===== src/rtl/soc_pkg.sv =====
// ============================================================================
//  Module   : soc_pkg
//  Brief    : Shared constants for the interrupt controller register port and FSM.
//  Revision : 1.0 - initial release
// ============================================================================
`default_nettype none

package soc_pkg;

    localparam logic [2:0] IRQ_PENDING  = 3'd0;
    localparam logic [2:0] IRQ_ENABLE   = 3'd1;
    localparam logic [2:0] IRQ_EDGE     = 3'd2;
    localparam logic [2:0] IRQ_CLAIM    = 3'd3;
    localparam logic [2:0] IRQ_COMPLETE = 3'd4;

    typedef enum logic [1:0] {
        IDLE   = 2'd0,
        ASSERT = 2'd1,
        WAIT   = 2'd2
    } irq_state_t;

endpackage

`default_nettype wire


===== src/rtl/irq_prio_enc.sv =====
// ============================================================================
//  Module   : irq_prio_enc
//  Brief    : Fixed-priority encoder; lowest set index wins, ID = index+1, 0 = none.
//  Revision : 1.0 - initial release
// ============================================================================
`default_nettype none

module irq_prio_enc #(
    parameter int N_SRC = 8,
    parameter int ID_W  = 5
) (
    input  logic [N_SRC-1:0] vec,
    output logic [ID_W-1:0]  id
);

    // Scanning downwards lets the lowest set bit overwrite any higher one.
    always_comb begin
        id = '0;
        for (int i = N_SRC - 1; i >= 0; i--) begin
            if (vec[i]) begin
                id = ID_W'(i + 1);
            end
        end
    end

endmodule

`default_nettype wire


===== src/rtl/irq_ctrl.sv =====
// ============================================================================
//  Module   : irq_ctrl
//  Brief    : Latching, masking, prioritising interrupt controller with
//             claim/complete handshake; source 0 is the timer.
//  Revision : 1.0 - initial release
// ============================================================================
`default_nettype none

module irq_ctrl #(
    parameter int N_SRC = 8,
    parameter int ID_W  = 5
) (
    input  logic             clk,
    input  logic             rst,
    input  logic [N_SRC-1:0] src,
    input  logic [2:0]       addr,
    input  logic [31:0]      wdata,
    input  logic             we,
    input  logic             re,
    output logic [31:0]      rdata,
    output logic             irq,
    output logic [ID_W-1:0]  irq_id
);

    import soc_pkg::*;

    logic [N_SRC-1:0] r_src_q;
    logic [N_SRC-1:0] r_pending;
    logic [N_SRC-1:0] r_enable;
    logic [N_SRC-1:0] r_edge_sel;
    logic [N_SRC-1:0] r_in_service;
    logic [31:0]      r_rdata;
    logic             r_irq;
    logic [ID_W-1:0]  r_irq_id;
    irq_state_t       r_state;

    logic [N_SRC-1:0] w_rise;
    logic [N_SRC-1:0] w_w1c;
    logic [N_SRC-1:0] w_id_hit;
    logic [N_SRC-1:0] w_claim_clr;
    logic [N_SRC-1:0] w_cand;
    logic [N_SRC-1:0] w_pending_nx;
    logic [ID_W-1:0]  w_sel_id;
    logic             w_claim;
    logic             w_complete;
    logic [31:0]      w_rd_val;
    irq_state_t       w_state_nx;
    logic             w_irq_nx;
    logic [ID_W-1:0]  w_irq_id_nx;
    logic             w_unused_wdata;

    assign w_unused_wdata = ^wdata;

    assign rdata  = r_rdata;
    assign irq    = r_irq;
    assign irq_id = r_irq_id;

    assign w_rise  = src & ~r_src_q;
    assign w_w1c   = (we && addr == IRQ_PENDING) ? wdata[N_SRC-1:0] : '0;
    assign w_cand  = r_pending & r_enable & ~r_in_service;

    // Only the presented ID may be claimed or completed.
    assign w_claim    = re && (addr == IRQ_CLAIM) && (r_state == ASSERT);
    assign w_complete = we && (addr == IRQ_COMPLETE) && (r_state == WAIT) &&
                        (wdata[ID_W-1:0] == r_irq_id) && (r_irq_id != '0);

    generate
        for (genvar i = 0; i < N_SRC; i++) begin : g_src
            assign w_id_hit[i] = (r_irq_id == ID_W'(i + 1));
        end
    endgenerate

    assign w_claim_clr = w_claim ? w_id_hit : '0;

    irq_prio_enc #(
        .N_SRC (N_SRC),
        .ID_W  (ID_W)
    ) u_prio_enc (
        .vec (w_cand),
        .id  (w_sel_id)
    );

    // Edge bits: a new rising edge beats a same-cycle W1C or claim clear.
    always_comb begin
        w_pending_nx = r_pending;
        for (int i = 0; i < N_SRC; i++) begin
            if (r_edge_sel[i]) begin
                if (w_rise[i]) begin
                    w_pending_nx[i] = 1'b1;
                end else if (w_w1c[i] || w_claim_clr[i]) begin
                    w_pending_nx[i] = 1'b0;
                end
            end else begin
                w_pending_nx[i] = src[i];
            end
        end
    end

    always_comb begin
        w_rd_val = '0;
        case (addr)
            IRQ_PENDING: w_rd_val = 32'(r_pending);
            IRQ_ENABLE:  w_rd_val = 32'(r_enable);
            IRQ_EDGE:    w_rd_val = 32'(r_edge_sel);
            IRQ_CLAIM:   w_rd_val = (r_state == ASSERT) ? 32'(r_irq_id) : '0;
            default:     w_rd_val = '0;
        endcase
    end

    always_comb begin
        w_state_nx  = r_state;
        w_irq_nx    = 1'b0;
        w_irq_id_nx = r_irq_id;
        case (r_state)
            IDLE: begin
                w_irq_id_nx = '0;
                if (w_cand != '0) begin
                    w_state_nx  = ASSERT;
                    w_irq_nx    = 1'b1;
                    w_irq_id_nx = w_sel_id;
                end
            end
            ASSERT: begin
                if (w_claim) begin
                    w_state_nx = WAIT;
                end else if (w_cand == '0) begin
                    w_state_nx  = IDLE;
                    w_irq_id_nx = '0;
                end else begin
                    w_irq_nx    = 1'b1;
                    w_irq_id_nx = w_sel_id;
                end
            end
            WAIT: begin
                if (w_complete) begin
                    w_state_nx  = IDLE;
                    w_irq_id_nx = '0;
                end
            end
            default: begin
                w_state_nx  = IDLE;
                w_irq_id_nx = '0;
            end
        endcase
    end

    always_ff @(posedge clk or negedge rst) begin
        if (!rst) begin
            r_state  <= IDLE;
            r_irq    <= 1'b0;
            r_irq_id <= '0;
        end else begin
            r_state  <= w_state_nx;
            r_irq    <= w_irq_nx;
            r_irq_id <= w_irq_id_nx;
        end
    end

    always_ff @(posedge clk or negedge rst) begin
        if (!rst) begin
            r_src_q      <= '0;
            r_pending    <= '0;
            r_enable     <= '0;
            r_edge_sel   <= '0;
            r_in_service <= '0;
            r_rdata      <= '0;
        end else begin
            r_src_q   <= src;
            r_pending <= w_pending_nx;
            if (we && addr == IRQ_ENABLE) begin
                r_enable <= wdata[N_SRC-1:0];
            end
            if (we && addr == IRQ_EDGE) begin
                r_edge_sel <= wdata[N_SRC-1:0];
            end
            // At most one source is ever in service, so complete clears all.
            if (w_complete) begin
                r_in_service <= '0;
            end else if (w_claim) begin
                r_in_service <= w_claim_clr;
            end
            if (re) begin
                r_rdata <= w_rd_val;
            end
        end
    end

endmodule

`default_nettype wire


===== config.mk =====
export PLATFORM = sky130hd
export DESIGN_NAME = irq_ctrl
export DESIGN_NICKNAME = d
export VERILOG_FILES = /design/src/rtl/soc_pkg.sv /design/src/rtl/irq_prio_enc.sv /design/src/rtl/irq_ctrl.sv
export SDC_FILE = /design/constraint.sdc
export NUM_CORES = 1
export LEC_CHECK = 0
export ABC_CLOCK_PERIOD_IN_PS = 2300
export BUFFER_PORTS_ARGS = -buffer_cell sky130_fd_sc_hd__buf_2
export CELL_PAD_IN_SITES_DETAIL_PLACEMENT = 2
export CELL_PAD_IN_SITES_GLOBAL_PLACEMENT = 2
export CORE_MARGIN = 5
export CORE_UTILIZATION = 31
export CTS_CLUSTER_DIAMETER = 120
export DETAILED_ROUTE_END_ITERATION = 8
export PLACE_DENSITY = 0.86
export SYNTH_ARGS = -nofsm -noshare
export SYNTH_HDL_FRONTEND = slang
export SYNTH_SLANG_ARGS = --single-unit

===== constraint.sdc =====
create_clock -name clk -period 2.3 [get_ports clk]
set_clock_uncertainty 0.05 [all_clocks]
set_input_delay 0.23 -clock clk [delete_from_list [all_inputs] [get_ports clk]]
set_output_delay 0.23 -clock clk [all_outputs]
set_load 0.01 [all_outputs]

* After elaboration in Yosys (flattened, before gate mapping)
Cells that the tools add are included.
Operators by class: $mul 0, divide/modulo/power cells 0, bitwise operators 5, muxes and demuxes 52, eq/ne operators 27, shift-type cells 0, add/subtract/negate cells 0, $lt $le $gt $ge 0, reduce and logical (&&, ||, !) cells 25
Operator list (number):
- 4-bit two-way mux | 8
- 8-bit two-way mux | 4
- 8-bit case mux with 4 select lines | 1
- 1-bit two-way mux | 27
- 5-bit two-way mux | 5
- 8-bit AND | 3
- 3-bit by 1-bit != test with 1-bit output (second input constant) | 8
- 5-bit by 3-bit equality test with 1-bit output (second input constant) | 4
- 8-bit NOT | 2
- 5-bit case mux with 3 select lines | 1
- 5-bit by 2-bit equality test with 1-bit output (second input constant) | 2
- 1-bit logical AND | 9
- 8-bit logical NOT | 1
- 1-bit logical OR | 8
- 2-bit two-way mux | 4
- 8-bit nonzero test | 1
- 3-bit by 2-bit equality test with 1-bit output (second input constant) | 2
- 2-bit != test (second input constant) | 3
- 2-bit case mux with 3 select lines | 1
- 5-bit by 1-bit equality test with 1-bit output (second input constant) | 1
- 5-bit by 4-bit equality test with 1-bit output (second input constant) | 1
- 5-bit equality test | 1
- 5-bit nonzero test | 1
- 3-bit by 1-bit equality test with 1-bit output (second input constant) | 1
- other kinds (10) | 10
Storage, ports and cells: memory bits (read-only) 0, memories kept 0, latch bits 0, output and inout bits 38, bits in writable memories 0, input port bits 47, register bits after elaboration 80, logic and storage cells 125

* Depth between registers and ports, before layout
Gate-level depths: netlist of run 1.
word-level depth 13, depth in mapped cells 6, mapped depth without buffers 5

* Hierarchy
From an unflattened synthesis of run 1, not the netlist that was laid out.
Second synthesis, totals: cells, all modules 290, area total of the unflattened synthesis 2945.3 µm²
By module, submodules not included:
- irq_ctrl | sequential area each 1401.3 µm², instances 1, cells each 276, area an instance 2862.7 µm²
- irq_prio_enc | sequential area each 0.0 µm², instances 1, cells each 14, area an instance 82.6 µm²

* Worst setup path before layout of run 1
OpenSTA, ideal clock, no wires.
path kind register -> register, from register r_state[0], to register r_irq_id[0], in the netlist irq_id[0], buffers on the path 0, required time 2.129 ns, setup time 0.121 ns, arrival time 1.844 ns, cell stages (with the launch flop) 6, slack 0.285 ns, cell sequence dfrtp_1 -> nand2b_2 -> or4_4 -> a2111oi_4 -> o21ai_2 -> a22o_1
On the way: longest elaborated chain between the ends 6, elaborated cells on any way between the ends 11, classes of those cells eq/ne (4); mux (1); reduce/logical (6)
Ends and longest elaborated chain:
- start: declaration | RTL line irq_ctrl.sv:35 | irq_state_t r_state;
- start signal: assignment | RTL line irq_ctrl.sv:153 | r_state <= w_state_nx;
- 2-bit equality test | RTL line irq_ctrl.sv:64, irq_ctrl.sv:114
- 1-bit logical AND (2 in a row) | RTL line irq_ctrl.sv:64 | assign w_complete = we && (addr == IRQ_COMPLETE) && (r_state == WAIT) &&
- 1-bit logical AND | RTL line irq_ctrl.sv:65 | (wdata[ID_W-1:0] == r_irq_id) && (r_irq_id != '0);
- 2-bit != test (no source line)
- 2-bit AND reduction (no source line)
- end signal: assignment | RTL line irq_ctrl.sv:155 | r_irq_id <= w_irq_id_nx;
- end: declaration | RTL line irq_ctrl.sv:34 | logic [ID_W-1:0] r_irq_id;
Parallel ways exist; a longest one is shown, timed or not. A chain may end at the register's enable or synchronous reset.

* Worst setup path after layout of run 1
from register r_state[1], to register r_irq_id[0], in the netlist irq_id[0]
Same word-level chain as after synthesis.

==> results of run 1 <==
[critical path: stages (launching register included)]
cell and delay (ns):
dfrtp_1 0.50, nand2b_2 0.11, or4_4 0.51, a2111oi_4 0.34, o21ai_2 0.15, a22o_1 0.27
[metrics by stage]
stage               utilization (%)  hold slack (ns)
finish                        36.82           0.1214
global route                  36.82           0.1037
CTS                           36.82           0.1097
detailed placement            34.79           0.2205
global placement              34.79           0.2170
floorplan                         -          -0.1156
[cell usage in the layout, fill, tap and decap left out, drive strengths merged]
cell         instances
nor2b                4
conb                25
or4                  1
a21bo                1
a21o                 1
and2b                1
clkinv               1
dlygate4sd3          9
nand4b               1
a32o                 1
and2                 1
mux2                16
xor2                 1
nand2b               5
a2111oi              1
nand3b               6
o21ai               11
inv                  8
a21oi               14
xnor2                3
and4b                1
a311o                1
a221oi               4
a211oi               2
nand3                9
o22ai                8
clkinvlp             1
buf                 47
dfrtp               55
mux2i                8
nor3                 4
nor4                 4
clkbuf               6
a22o                 3
nor3b                3
nor2                23
nand2               31
[metal layers]
metal  global-route usage [%]  share of wire (%)  up-vias
met5                        0                  0        -
met1                    19.09                 44     1086
met3                    3.607                4.0        7
met4                    3.423                1.4        0
met2                    25.64                 51       49
li1                         -                  -      983
[path summary, 6_finish.rpt]
check	start	endpoint	slack, ns	cells after the start
worst max-delay path	r_state[1]	irq_id[0]	0.26	5
worst min-delay path	wdata[6]	r_edge_sel[6]	0.12	2
worst max register to register	r_state[1]	irq_id[0]	0.26	5
worst min register to register	rdata[5]	rdata[5]	0.48	2
max in group asynchronous	rst	r_src_q[4]	1.22	3
min in group asynchronous	rst	r_src_q[3]	0.40	2
[final cells by class]
class                   count  area [um2]
clock inverters             2       12.51
clock buffers               6       72.57
repair buffers             56       367.9
well taps                 108       135.1
inverters                   8       30.03
fillers                   958        5456
multi-input cells         194        1185
flip-flops and latches     55        1376
[sequential cells by signal, indices dropped and copies added, names as in the netlist]
register	count
r_enable	8
irq	1
rdata	8
irq_id	4
r_in_service	8
r_pending	8
r_src_q	8
r_edge_sel	8
r_state	2
[kinds of logic (layout without fill, tap and decap cells)]
logic type / count (synthesis) / in the layout / share of synthesized area (%)
AND/OR/NAND/NOR: 94 / 94 / 17.37
flip-flops: 55 / 55 / 50.41
AO/OA/AOI/OAI: 47 / 47 / 11.78
buffers and inverters: 43 / 72 / 9.487
multiplexers: 24 / 24 / 9.533
XOR/XNOR: 4 / 4 / 1.283
other: 1 / 25 / 0.1374
[power groups by stage]
stage	combinational (mW)	sequential (mW)	clock [mW]
after floorplan	0.558	1.31	0
after global placement	0.705	1.38	0
after detailed placement	0.763	1.40	0
after CTS	0.791	1.38	0.568
after global routing	0.861	1.41	0.606
final	0.783	1.38	0.546
==> impl_metrics.toml, run 1 <==
[outcome]
status = "finished, final reports clean"

[routing]
drt-total-wl_mm = 8.039
drc = 0
post_drt_wl_per_cell_um = 18.74
ant_nets = 0
drt_iter0_drc = 72
vias = 2125
routed_via_density = 4.953
drt_pass1_iterations = 4

[clocking]
cts_buffer_depth = 2
post-cts-setup-buffers = 0
htreeDepth = 2
holdBufCountCts = 9
cts_buffers = 5
cts_sinks = 55
cts.repair.resized = 0
clk_latency_ns = 0.32
cts_tree = "done"
cts.clk_slew.worst_paths_ns = 0.10
cts_root_buf = "clkbuf_8"

[global_routing]
grt_overflow = 0
grt_pass1_vias = 2453
grtUsageTotal_pct = 14.98
grt_antenna_before_repair = 0
grt_max_degree = 32
grt_pass1_wl_mm = 13.06

[cells_and_area]
nNetsFinal = 367
syn_to_final_growth_pct = 16.45
n_antenna_cell = 0
drive_gt1_share_pct = 24.61
layoutNonFillerInstCount = 429
fin_area_mm2 = 0.003179

[floorplanning]
rows = 34
ios = 85
die-area_mm2 = 0.01078
dieWidth_um = 103.8
initial_utilization_pct = 31.61
chipHeight_um = 103.8
core_area_mm2 = 0.008636

[critical_path]
worst_setup_path_end_kind = "register"
arrival_ns = 2.20
start_kind = "register"
cp.required_ns = 2.46
crit_type = "register to register"
crit_path_max_fanout = 8

[timing]
worst_pin_slew_ns = 0.5965
setup_violations = 0
hold_viol = 0
fin_crit_sh_pct = 88.48
drv_slew = 0
rsz0062_at_grt = "false"
slew_headroom_pct = 60.23
totalNegativeSetupSlack_ns = 0
setup_ws_ns = 0.2650
period_needed_ns = 2.035
fmax_mhz = 491.4

[pwr]
clkPwrFrac_pct = 20.1
ir_drop_uv = 284.2
intPower_mw = 1.724
power_density_mw_per_mm2 = 852.5
combPwrFrac_pct = 28.9
power.switching_mw = 0.9860
swShare_pct = 36.38
finalPower_mw = 2.710
power_frac_seq_pct = 51.0
power.leakage_nw = 1.460

[synthesis]
synth-async-reset-ratio_pct = 100.0
synth_ff_type = "dfrtp_1"
ys_ff_latch = 55
ys_types = 39
yosysSeqAreaShare_pct = 50.41
synth.most_common_cell = "dfrtp_1"
avgSynthCellArea_um2 = 10.19
synth_top_area_share_pct = 50.41
synth-edff-count = 0
yosys_warnings = 0
yosys.area.top_type = "dfrtp_1"
synth_area_mm2 = 0.002730
syn_inst = 268
synthTopCellsByArea = "dfrtp_1 50%, buf_4 6.9%, mux2_2 6.6%"
synth_common_cells = "55 x dfrtp_1, 31 x nand2_1, 25 x buf_4"

[worst_hold_path]
min-delay-path-class = "primary input to register"

[placed_design]
dpl.cell_count = 412
io_buffers = 35
hpwl_mm = 6.012
pre_cts_ws_ns = 0.3027
place_congestion = 0.8829
postPlaceCellArea_mm2 = 0.003004

[job]
cap_violations = 0
Power figures use the tool's default switching activity.
==> run 2, diff against run 1 <==
--- a/config.mk
+++ b/config.mk
@@ -13,7 +13,7 @@
 export CORE_UTILIZATION = 31
 export CTS_CLUSTER_DIAMETER = 120
 export DETAILED_ROUTE_END_ITERATION = 8
-export PLACE_DENSITY = 0.86
+export PLACE_DENSITY_LB_ADDON = 0.1
 export SYNTH_ARGS = -nofsm -noshare
 export SYNTH_HDL_FRONTEND = slang
 export SYNTH_SLANG_ARGS = --single-unit
==> run 2 against run 1 <==
Net effect:
- first-iteration DRC count down 24%
- die area unchanged
- power up 0.24%
- wire length down 4.5%
- global-route usage down 0.19 points
- critical path depth unchanged
- combinational power down 3.3%
- setup slack better by 0.055 ns
- register-to-register slack better by 0.06 ns
- fmax up 2.8%
- cell area up 0.59%
- critical endpoint unchanged
==> impl_metrics.toml, run 2 (synthesis gave the netlist of run 1 again) <==
[outcome]
status = "finished, final reports clean"

[clocking]
cts.repair.resized = 0
cts_buffers = 5
htreeDepth = 2
cts_tree = "done"
cts.clk_slew.worst_paths_ns = 0.10
cts_sinks = 55
clk_latency_ns = 0.31
cts_root_buf = "clkbuf_8"
cts_buffer_depth = 2

[job]
cap_violations = 0

[global_routing]
grtUsageTotal_pct = 14.79
grt_antenna_before_repair = 0
grt_max_degree = 56
grt_pass1_vias = 2305
grt_pass1_wl_mm = 12.75
grt_overflow = 0

[placed_design]
hpwl_mm = 5.721
io_buffers = 35
dpl.cell_count = 412
place_congestion = 0.7521

[floorplanning]
die-area_mm2 = 0.01078
ios = 85
rows = 34
core_area_mm2 = 0.008636
chipHeight_um = 103.8
dieWidth_um = 103.8
initial_utilization_pct = 31.61

[critical_path]
slowest_delay_ns = 0.50
cp_num_buf_inv = 0
arrival_ns = 2.14
cp.required_ns = 2.46
cpLargestDelayFamily = "compound AO/OA/AOI/OAI gates"
crit_path_max_fanout = 8
path_cells = "nand2b_2 -> or4_4 -> a2111oi_4 -> o21ai_2 -> a22o_1"
crit_type = "register to register"
slowest_stage = "dfrtp_1"
worst_setup_path_end_kind = "register"
start_kind = "register"

[pwr]
power_density_mw_per_mm2 = 849.6
power.leakage_nw = 1.469
ir_drop_uv = 288.8

[routing]
drt_pass1_iterations = 4
vias = 2084
ant_nets = 0
drt_iter0_drc = 55
post_drt_wl_per_cell_um = 17.90
routed_via_density = 4.858
drc = 0
drt-total-wl_mm = 7.677

[timing]
hold_viol = 0
setup_violations = 0
drv_slew = 0
slew_headroom_pct = 64.21
fin_crit_sh_pct = 86.07
period_needed_ns = 1.980
worst_pin_slew_ns = 0.5368
totalNegativeSetupSlack_ns = 0
rsz0062_at_grt = "false"
fmax_mhz = 505.1
fin_hold_ws_ns = 0.1214

[cells_and_area]
n_antenna_cell = 0
syn_to_final_growth_pct = 17.14
layout_commonest_cell = "dfrtp_1"
seqCellArea_mm2 = 0.001376
drive_gt1_share_pct = 24.92
layoutNonFillerInstCount = 429
post-route-util_pct = 37.03
final_cell_mix = "55 x dfrtp_1, 35 x buf_2, 31 x nand2_1, 25 x conb_1, 23 x nor2_1"
fillCellCount = 969
nNetsFinal = 367
multi_input_area_mm2 = 0.001185

[worst_hold_path]
min-delay-path-class = "primary input to register"
[run 2: changes by cell type in the layout (fill, tap and decap cells not counted)]
| cell | previous run | this run |
|---|---|---|
| clkinv_2 | 1 | 0 |
| clkbuf_1 | 1 | 0 |
| clkbuf_8 | 5 | 7 |
[run 2: power by group]
| part | total (mW) | switching [mW] | internal, mW | leakage (nW) |
|---|---|---|---|---|
| sequential | 1.36 | 0.196 | 1.16 | 0.679 |
| combinational | 0.757 | 0.412 | 0.345 | 0.739 |
| clock | 0.600 | 0.325 | 0.275 | 0.0505 |
[run 2: worst register-to-register path, delay by kind of cell, from the launching register on]
kind / cells / cell delay (ns)
AND/OR/NAND/NOR: 2 / 0.61
AO/OA/AOI/OAI: 3 / 0.72
flip-flops: 1 / 0.50
[run 2: final timing paths]
| check | depth (start not counted) | slack, ns | endpoint | from |
|---|---|---|---|---|
| worst max register to register | 5 | 0.32 | irq_id[0] | r_state[1] |
| worst min-delay path | 2 | 0.12 | r_edge_sel[7] | wdata[7] |
| max in group asynchronous | 3 | 1.54 | r_edge_sel[3] | rst |
| min in group asynchronous | 3 | 0.38 | r_src_q[7] | rst |
| worst min register to register | 2 | 0.47 | r_in_service[6] | r_in_service[6] |
| worst max-delay path | 5 | 0.32 | irq_id[0] | r_state[1] |
[run 2: through the flow]
step	setup slack, ns	area, um2	total power [mW]
floorplan	0.2854	2820	1.872
CTS	0.2971	3198	2.766
global route	0.2402	3198	2.912
detailed placement	0.3208	3004	2.141
finish	0.3203	3198	2.717
global placement	0.3862	3004	2.115
[run 2: timing repair]
action,in CTS,in global routing
endpoints found under the hold margin,63,0
hold buffers,9,0
setup buffers,0,0
[run 2: layer usage]
metal | vias up | share of wire (%) | GRT usage (%)
li1 | 978 | - | -
met1 | 1054 | 47 | 20.25
met2 | 47 | 48 | 23.91
met3 | 5 | 4.4 | 3.109
met4 | 0 | 1.0 | 3.608
met5 | - | 0 | 0
[run 2: cell type report]
cell class,instances,area share (%)
tap,108,4.225
timing repair buffer,56,11.50
sequential,55,43.04
inverter,8,0.9390
multi-input combinational,194,37.05
clock buffer,7,3.013
clock inverter,1,0.2347
